[config.mk]
export PLATFORM = sky130hd
export DESIGN_NAME = multiplier_flat
export DESIGN_NICKNAME = d
export VERILOG_FILES = /design/src/rtl/multiplier_if.sv /design/src/rtl/multiplier.sv /design/src/flat_wrapper.sv
export SDC_FILE = /design/constraint.sdc
export NUM_CORES = 1
export LEC_CHECK = 0
export BUFFER_PORTS_ARGS = -buffer_cell sky130_fd_sc_hd__buf_4
export CAP_MARGIN = 20
export CORE_MARGIN = 2
export CORE_UTILIZATION = 50
export DETAILED_ROUTE_END_ITERATION = 8
export PLACE_DENSITY = 0.7
export SETUP_SLACK_MARGIN = 0.1
export SLEW_MARGIN = 15
export SYNTH_ARGS = -nofsm -noshare
export SYNTH_HDL_FRONTEND = slang
export SYNTH_SLANG_ARGS = --single-unit
export TNS_END_PERCENT = 20
[constraint.sdc]
create_clock -name clk -period 9 [get_ports clk]
set_clock_uncertainty 0.05 [all_clocks]
set_input_delay 0.45 -clock clk [delete_from_list [all_inputs] [get_ports clk]]
set_output_delay 0.45 -clock clk [all_outputs]
set_load 0.02 [all_outputs]
[src/rtl/multiplier_if.sv]
// -----------------------------------------------------------------------------
// multiplier_if
//   Execute-stage <-> multiply unit handshake bundle.
//   master (stage owner) : drives instr, a_in, b_in, flush; receives valid, c_out
//   slave  (multiplier)  : receives instr, a_in, b_in, flush; drives valid, c_out
//   instr  : decoded instruction fields used by the unit (funct7, funct3)
//   a_in   : rs1 operand, b_in : rs2 operand (32 bit)
//   flush  : synchronous pipeline kill
//   valid  : one-cycle result pulse, c_out : registered result
// -----------------------------------------------------------------------------
interface multiplier_if;
  typedef struct packed {
    logic [6:0] funct7;
    logic [2:0] funct3;
  } instr_t;

  instr_t      instr;
  logic [31:0] a_in;
  logic [31:0] b_in;
  logic        flush;
  logic        valid;
  logic [31:0] c_out;

  modport master (output instr, a_in, b_in, flush, input valid, c_out);
  modport slave  (input instr, a_in, b_in, flush, output valid, c_out);
endinterface

[src/rtl/multiplier.sv]
// -----------------------------------------------------------------------------
// multiplier
//   Iterative RV32M multiply unit (MUL/MULH/MULHSU/MULHU). Multiplies operand
//   magnitudes by shift-add, BITS_PER_CYCLE multiplier bits per cycle, then
//   re-applies the sign. Fixed latency: start in cycle 0 -> valid in cycle N+1.
//   clk : clock, all state on posedge
//   rst : asynchronous active-high reset
//   bus : multiplier_if slave (instr, a_in, b_in, flush in; valid, c_out out)
//
//   state | meaning
//   IDLE  | waiting for an M-extension multiply instruction
//   CALC  | accumulating partial products, N cycles
//   DONE  | result in c_out, valid high for this single cycle
// -----------------------------------------------------------------------------
module multiplier #(
  parameter int BITS_PER_CYCLE = 4
) (
  input  logic        clk,
  input  logic        rst,
  multiplier_if.slave bus
);
  localparam int B  = BITS_PER_CYCLE;
  localparam int N  = 32 / B;
  localparam int CW = (N > 1) ? $clog2(N) : 1;

  localparam logic [6:0] M_INSTR   = 7'b0000001;
  localparam logic [2:0] F3_MUL    = 3'b000;
  localparam logic [2:0] F3_MULH   = 3'b001;
  localparam logic [2:0] F3_MULHSU = 3'b010;

  typedef enum logic [1:0] {IDLE, CALC, DONE} state_t;

  state_t      state_q;
  logic [CW-1:0] count_q;
  logic [63:0] acc_q;
  logic [31:0] mag_a_q;
  logic [31:0] mag_b_q;
  logic [31:0] c_out_q;
  logic [2:0]  funct3_q;
  logic        neg_q;

  logic        start;
  logic        sign_a;
  logic        sign_b;
  logic [31:0] mag_a_d;
  logic [31:0] mag_b_d;
  logic [B-1:0] digit;
  logic [63:0] acc_d;
  logic [63:0] prod;

  always_comb begin
    start   = (bus.instr.funct7 == M_INSTR) && !bus.instr.funct3[2];
    sign_a  = bus.a_in[31] & ((bus.instr.funct3 == F3_MULH) || (bus.instr.funct3 == F3_MULHSU));
    sign_b  = bus.b_in[31] & (bus.instr.funct3 == F3_MULH);
    // 0x8000_0000 negates to itself, which is still the right unsigned magnitude
    mag_a_d = sign_a ? (~bus.a_in + 32'd1) : bus.a_in;
    mag_b_d = sign_b ? (~bus.b_in + 32'd1) : bus.b_in;
    digit   = mag_b_q[count_q*B +: B];
    acc_d   = acc_q + ((64'(mag_a_q) * 64'(digit)) << (count_q*B));
    // sign applied to the accumulator value that is being written this edge,
    // so c_out can load on the last CALC edge
    prod    = neg_q ? (~acc_d + 64'd1) : acc_d;
  end

  always_ff @(posedge clk or posedge rst) begin
    if (rst) begin
      state_q  <= IDLE;
      count_q  <= '0;
      acc_q    <= '0;
      mag_a_q  <= '0;
      mag_b_q  <= '0;
      c_out_q  <= '0;
      funct3_q <= '0;
      neg_q    <= 1'b0;
    end else begin
      case (state_q)
        IDLE: begin
          if (!bus.flush && start) begin
            funct3_q <= bus.instr.funct3;
            mag_a_q  <= mag_a_d;
            mag_b_q  <= mag_b_d;
            neg_q    <= sign_a ^ sign_b;
            acc_q    <= '0;
            count_q  <= '0;
            state_q  <= CALC;
          end
        end
        CALC: begin
          if (bus.flush) begin
            state_q <= IDLE;
          end else begin
            acc_q   <= acc_d;
            count_q <= count_q + CW'(1);
            if (count_q == CW'(N - 1)) begin
              state_q <= DONE;
              c_out_q <= (funct3_q == F3_MUL) ? prod[31:0] : prod[63:32];
            end
          end
        end
        DONE:    state_q <= IDLE;
        default: state_q <= IDLE;
      endcase
    end
  end

  assign bus.valid = (state_q == DONE);
  assign bus.c_out = c_out_q;
endmodule

[src/flat_wrapper.sv]
// flat-port wrapper written by rule: the top's interface ports become plain ports
module multiplier_flat 
#(
  parameter int BITS_PER_CYCLE = 4
)
  (clk, rst, bus_instr, bus_a_in, bus_b_in, bus_flush, bus_valid, bus_c_out);
  multiplier_if bus_i ();
  input  logic clk;
  input  logic rst;
  input wire logic [$bits(bus_i.instr)-1:0] bus_instr;
  input wire logic [$bits(bus_i.a_in)-1:0] bus_a_in;
  input wire logic [$bits(bus_i.b_in)-1:0] bus_b_in;
  input wire logic [$bits(bus_i.flush)-1:0] bus_flush;
  output wire logic [$bits(bus_i.valid)-1:0] bus_valid;
  output wire logic [$bits(bus_i.c_out)-1:0] bus_c_out;
  assign bus_i.instr = bus_instr;
  assign bus_i.a_in = bus_a_in;
  assign bus_i.b_in = bus_b_in;
  assign bus_i.flush = bus_flush;
  assign bus_valid = bus_i.valid;
  assign bus_c_out = bus_i.c_out;
  multiplier #(.BITS_PER_CYCLE(BITS_PER_CYCLE)) u_core (.clk(clk), .rst(rst), .bus(bus_i));
endmodule
==> impl_metrics.xml <==
<?xml version="1.0" encoding="UTF-8"?>
<metrics>
  <group name="worst_setup_path">
    <metric name="worst_path_most_repeated_cell" unit="">sky130_fd_sc_hd__buf_4</metric>
    <metric name="worstPathArrival" unit="ps">9500</metric>
    <metric name="crit_path_max_incr_delay" unit="ps">560</metric>
    <metric name="critPathRequiredTime" unit="ps">9330</metric>
    <metric name="path_max_fanout" unit="">8</metric>
    <metric name="worst_setup_path_end_kind" unit="">flop</metric>
    <metric name="rr_startpoint" unit="">u_core.count_q[0]</metric>
    <metric name="crit_path_top_delay_cell" unit="">sky130_fd_sc_hd__or4_4</metric>
    <metric name="setup.worst_path.start_class" unit="">flop</metric>
    <metric name="timing.critical_path.from" unit="">u_core.count_q[0]</metric>
    <metric name="critPathKind" unit="">flop to flop</metric>
  </group>
  <group name="route">
    <metric name="length_of_the_first_detailed_routing_pass_in_iterations" unit="">6</metric>
    <metric name="vias" unit="">23400</metric>
    <metric name="detailedRoute.firstIterationViolations" unit="">2322</metric>
    <metric name="detail_route.vias_per_cell" unit="">6.19</metric>
    <metric name="route.detailed.wl_per_inst" unit="um">22.5</metric>
    <metric name="routed_wl" unit="um">85300</metric>
    <metric name="drcViolationCount" unit="">0</metric>
    <metric name="ant_nets" unit="">0</metric>
  </group>
  <group name="synthesis">
    <metric name="synth-xor-area-share" unit="%">7.20</metric>
    <metric name="netlist-cell-type-count" unit="">102</metric>
    <metric name="synthSimpleGateAreaFrac" unit="%">25.2</metric>
    <metric name="postSynthNetCount" unit="">2903</metric>
    <metric name="postSynth.topFlopCell" unit="">sky130_fd_sc_hd__dfrtp_1</metric>
    <metric name="post_synth_mux_area_share" unit="%">4.25</metric>
    <metric name="yosys_warnings" unit="">0</metric>
    <metric name="synth_seq_cells" unit="">169</metric>
    <metric name="synth_top_family_by_area" unit="">simple AND/OR/NAND/NOR gates</metric>
    <metric name="count_of_flip_flops_with_a_built_in_enable_after_synthesis" unit="">0</metric>
    <metric name="adder_cell_fraction_of_synth_area" unit="%">12.9</metric>
    <metric name="netlist.area_leader.share" unit="%">21.1</metric>
    <metric name="synth_compound_gate_area_share" unit="%">23.7</metric>
    <metric name="synth.top_cells.by_area" unit="">sky130_fd_sc_hd__dfrtp_1, sky130_fd_sc_hd__ha_1, sky130_fd_sc_hd__nand2_1, sky130_fd_sc_hd__fa_1, sky130_fd_sc_hd__o21ai_0</metric>
    <metric name="synth-seq-area-share" unit="%">21.1</metric>
    <metric name="synthesized_cell_area" unit="sq um">20000</metric>
    <metric name="ys_async_sr_fraction" unit="%">100</metric>
    <metric name="avgSynthCellArea" unit="sq um">7.55</metric>
    <metric name="post_synth_inst_count" unit="">2656</metric>
    <metric name="netlist.top_cell.by_area" unit="">sky130_fd_sc_hd__dfrtp_1</metric>
  </group>
  <group name="sta">
    <metric name="relSlewSlack" unit="%">23.8</metric>
    <metric name="timing.final.setup_violations" unit="">15</metric>
    <metric name="post_route_fraction_of_the_period_consumed_by_the_critical_path" unit="%">102</metric>
    <metric name="period_needed" unit="ps">9170</metric>
    <metric name="hold_viol_final" unit="">0</metric>
    <metric name="tightest_slew" unit="ps">1140</metric>
    <metric name="max_freq" unit="MHz">109</metric>
    <metric name="grt_setup_unrepaired" unit="">true</metric>
    <metric name="maxSlewViolCount" unit="">0</metric>
    <metric name="postLayoutSetupSlackWorst" unit="ps">-172</metric>
  </group>
  <group name="global_route">
    <metric name="grt_max_degree" unit="">107</metric>
    <metric name="grt_util_all_layers" unit="%">39.8</metric>
    <metric name="via_count_of_the_first_global_routing_pass" unit="">22500</metric>
    <metric name="remaining_global_route_overflow" unit="">0</metric>
    <metric name="number_of_antenna_violations_at_the_first_check_in_global_routing" unit="">0</metric>
    <metric name="grt_first_pass_wirelength" unit="um">128000</metric>
  </group>
  <group name="placed_design">
    <metric name="dpl-instance-area" unit="sq um">25000</metric>
    <metric name="place_congestion" unit="">0.998</metric>
    <metric name="numPlacedInstances" unit="">3666</metric>
    <metric name="numPortBuffers" unit="">109</metric>
    <metric name="dp_hpwl" unit="um">64200</metric>
  </group>
  <group name="worst_hold_path">
    <metric name="holdCritStartpoint" unit="">bus_a_in[31]</metric>
    <metric name="timing.hold.worst.class" unit="">input pin to flop</metric>
  </group>
  <group name="finish">
    <metric name="final_layout_size_suffix_gt1_share" unit="%">35.6</metric>
    <metric name="antenna_cells_inserted" unit="">0</metric>
    <metric name="final_common_cell" unit="">sky130_fd_sc_hd__buf_4</metric>
    <metric name="post-route-util" unit="%">72.2</metric>
    <metric name="layout_common_cells" unit="">sky130_fd_sc_hd__buf_4, sky130_fd_sc_hd__nand2_1, sky130_fd_sc_hd__o21ai_0</metric>
    <metric name="num-nets-final" unit="">3499</metric>
    <metric name="stdcell_count" unit="">3789</metric>
    <metric name="layout_overhead_on_the_synthesized_area" unit="%">42.8</metric>
    <metric name="fin_area" unit="sq um">28600</metric>
  </group>
  <group name="cts">
    <metric name="clk_pin_slew_worst_paths" unit="ps">80</metric>
    <metric name="htree_num_levels" unit="">4</metric>
    <metric name="worst_skew_pair.late_latency" unit="ps">490</metric>
    <metric name="number_of_buffers_inserted_during_clock_tree_synthesis" unit="">17</metric>
    <metric name="tritoncts" unit="">built</metric>
    <metric name="clock_sinks" unit="">169</metric>
    <metric name="clock-root-buffer" unit="">sky130_fd_sc_hd__clkbuf_16</metric>
    <metric name="cts.path.max_buffers" unit="">2</metric>
  </group>
  <group name="die">
    <metric name="io-pin-count" unit="">110</metric>
    <metric name="core_region_area" unit="sq um">39600</metric>
    <metric name="floorplan.die.width" unit="um">204</metric>
    <metric name="start_util" unit="%">50.6</metric>
    <metric name="fp.dieH" unit="um">204</metric>
    <metric name="dieArea" unit="sq um">41700</metric>
    <metric name="placement_rows" unit="">73</metric>
  </group>
  <group name="flow_run">
    <metric name="cap_violations" unit="">0</metric>
  </group>
  <group name="status">
    <metric name="failed_checks" unit="">setup timing</metric>
    <metric name="run_status" unit="">complete, but fails checks</metric>
  </group>
  <group name="pwr">
    <metric name="power_per_cell_area" unit="nW/um^2">83.2</metric>
    <metric name="p_leak" unit="uW">0.0131</metric>
    <metric name="vdd.ir_drop.worst" unit="mV">0.114</metric>
  </group>
</metrics>
==> sequential cells by signal (all words and copies together) (netlist names) <==
register          count
u_core.funct3_q       3
u_core.mag_b_q       32
u_core.bus.c_out     32
u_core.mag_a_q       32
u_core.neg_q          1
u_core.count_q        3
u_core.state_q        2
u_core.acc_q         64
==> power breakdown <==
| group | internal, uW | leakage (uW) | total, uW | switching (uW) |
|---|---|---|---|---|
| logic | 370 | 0.0105 | 774 | 405 |
| registers | 775 | 0.00235 | 792 | 17.0 |
| clock network | 422 | 0.000298 | 816 | 394 |
| total | 1570 | 0.0131 | 2380 | 816 |
==> cells in the mapped netlist, types with 11 or more instances <==
| master | number |
|---|---|
| sky130_fd_sc_hd__o21ai_1 | 12 |
| sky130_fd_sc_hd__mux2_2 | 17 |
| sky130_fd_sc_hd__nand3_1 | 103 |
| sky130_fd_sc_hd__fa_1 | 61 |
| sky130_fd_sc_hd__o21a_1 | 16 |
| sky130_fd_sc_hd__and4_1 | 16 |
| sky130_fd_sc_hd__or3_1 | 16 |
| sky130_fd_sc_hd__nand2b_1 | 32 |
| sky130_fd_sc_hd__or2_2 | 16 |
| sky130_fd_sc_hd__a31oi_1 | 26 |
| sky130_fd_sc_hd__nor2b_1 | 92 |
| sky130_fd_sc_hd__a22o_1 | 13 |
| sky130_fd_sc_hd__nor2_1 | 187 |
| sky130_fd_sc_hd__a21oi_1 | 183 |
| sky130_fd_sc_hd__o21ai_0 | 240 |
| sky130_fd_sc_hd__dfrtp_1 | 169 |
| sky130_fd_sc_hd__xnor2_1 | 94 |
| sky130_fd_sc_hd__a21o_1 | 44 |
| sky130_fd_sc_hd__nor3_1 | 51 |
| sky130_fd_sc_hd__xor2_1 | 69 |
| sky130_fd_sc_hd__o22ai_1 | 16 |
| sky130_fd_sc_hd__o211ai_1 | 19 |
| sky130_fd_sc_hd__nor4_1 | 24 |
| sky130_fd_sc_hd__clkbuf_1 | 125 |
| sky130_fd_sc_hd__and2_1 | 32 |
| sky130_fd_sc_hd__nand4_1 | 50 |
| sky130_fd_sc_hd__and3_1 | 11 |
| sky130_fd_sc_hd__inv_1 | 150 |
| sky130_fd_sc_hd__a211oi_1 | 24 |
| sky130_fd_sc_hd__o21bai_1 | 15 |
| sky130_fd_sc_hd__o31ai_1 | 30 |
| sky130_fd_sc_hd__nand2_1 | 351 |
| sky130_fd_sc_hd__o41ai_1 | 11 |
| sky130_fd_sc_hd__mux2i_1 | 48 |
| sky130_fd_sc_hd__ha_1 | 109 |
==> cell type report <==
class                   count  area [sq um]
repair buffers            720          5620
well taps                 525           657
clock inverters            14           185
flip-flops and latches    169          4230
inverters                 153           582
fillers                  3162         11000
multi-input cells        2191         16900
clock buffers              17           425
==> cell families after synthesis <==
group                      Yosys count
AOI/OAI and AO/OA                  757
xor gates and xnor gates           164
adders and majority gates          170
buffers and inverters              296
DFF                                169
muxes                               73
and+or+nand+nor                   1027
==> per-stage QoR <==
step | worst slack [ps] | hold slack [ps] | total power (uW) | TNS (ps)
2_1_floorplan | 99.8 | 393 | 1190 | 0
3_3_place_gp | -672 | 412 | 1440 | -12090
3_5_place_dp | -829 | 423 | 1450 | -17580
4_1_cts | 39.0 | 188 | 2320 | 0
5_1_grt | -393 | 217 | 2460 | -7920
6_report | -172 | 215 | 2380 | -1180
==> worst max-delay path: cells and delay by family (launching register included) <==
| family | cells | cell delay (ps) |
|---|---|---|
| multiplexers | 5 | 1410 |
| AO/OA/AOI/OAI | 13 | 2320 |
| adder cells (fa/ha/maj) | 4 | 1650 |
| AND/OR/NAND/NOR | 6 | 1260 |
| buffers and inverters | 12 | 1700 |
| XOR/XNOR | 2 | 300 |
| flip-flops | 1 | 400 |
==> layer usage <==
| layer | part of all wire [%] | global-route usage (%) | vias up |
|---|---|---|---|
| li1 | - | - | 10700 |
| met1 | 42 | 54.1 | 11500 |
| met2 | 45 | 63.0 | 1111 |
| met3 | 9.5 | 9.12 | 206 |
| met4 | 3.7 | 12.2 | 0 |
| met5 | 0 | 0 | - |
==> repair_timing <==
action / 4_1_cts / 5_1_grt
buffers inserted: 53 / 37
gates cloned: 2 / 1
setup endpoints to repair: 32 / 36
resized for setup: 206 / 281
hold buffers: 0 / 1
endpoints found under the hold margin: 0 / 27
pin swaps: 89 / 145
==> worst paths after layout <==
check,to,slack [ps],cells after the start
min in group asynchronous,u_core.mag_b_q[22],500,3
worst max register to register,u_core.bus.c_out[27],-170,42
worst min-delay path,u_core.mag_a_q[31],220,3
worst min register to register,u_core.mag_b_q[16],440,2
worst max-delay path,u_core.bus.c_out[27],-170,42
max in group asynchronous,u_core.acc_q[22],6820,5
No activity file was read; power rests on OpenSTA's default activity.
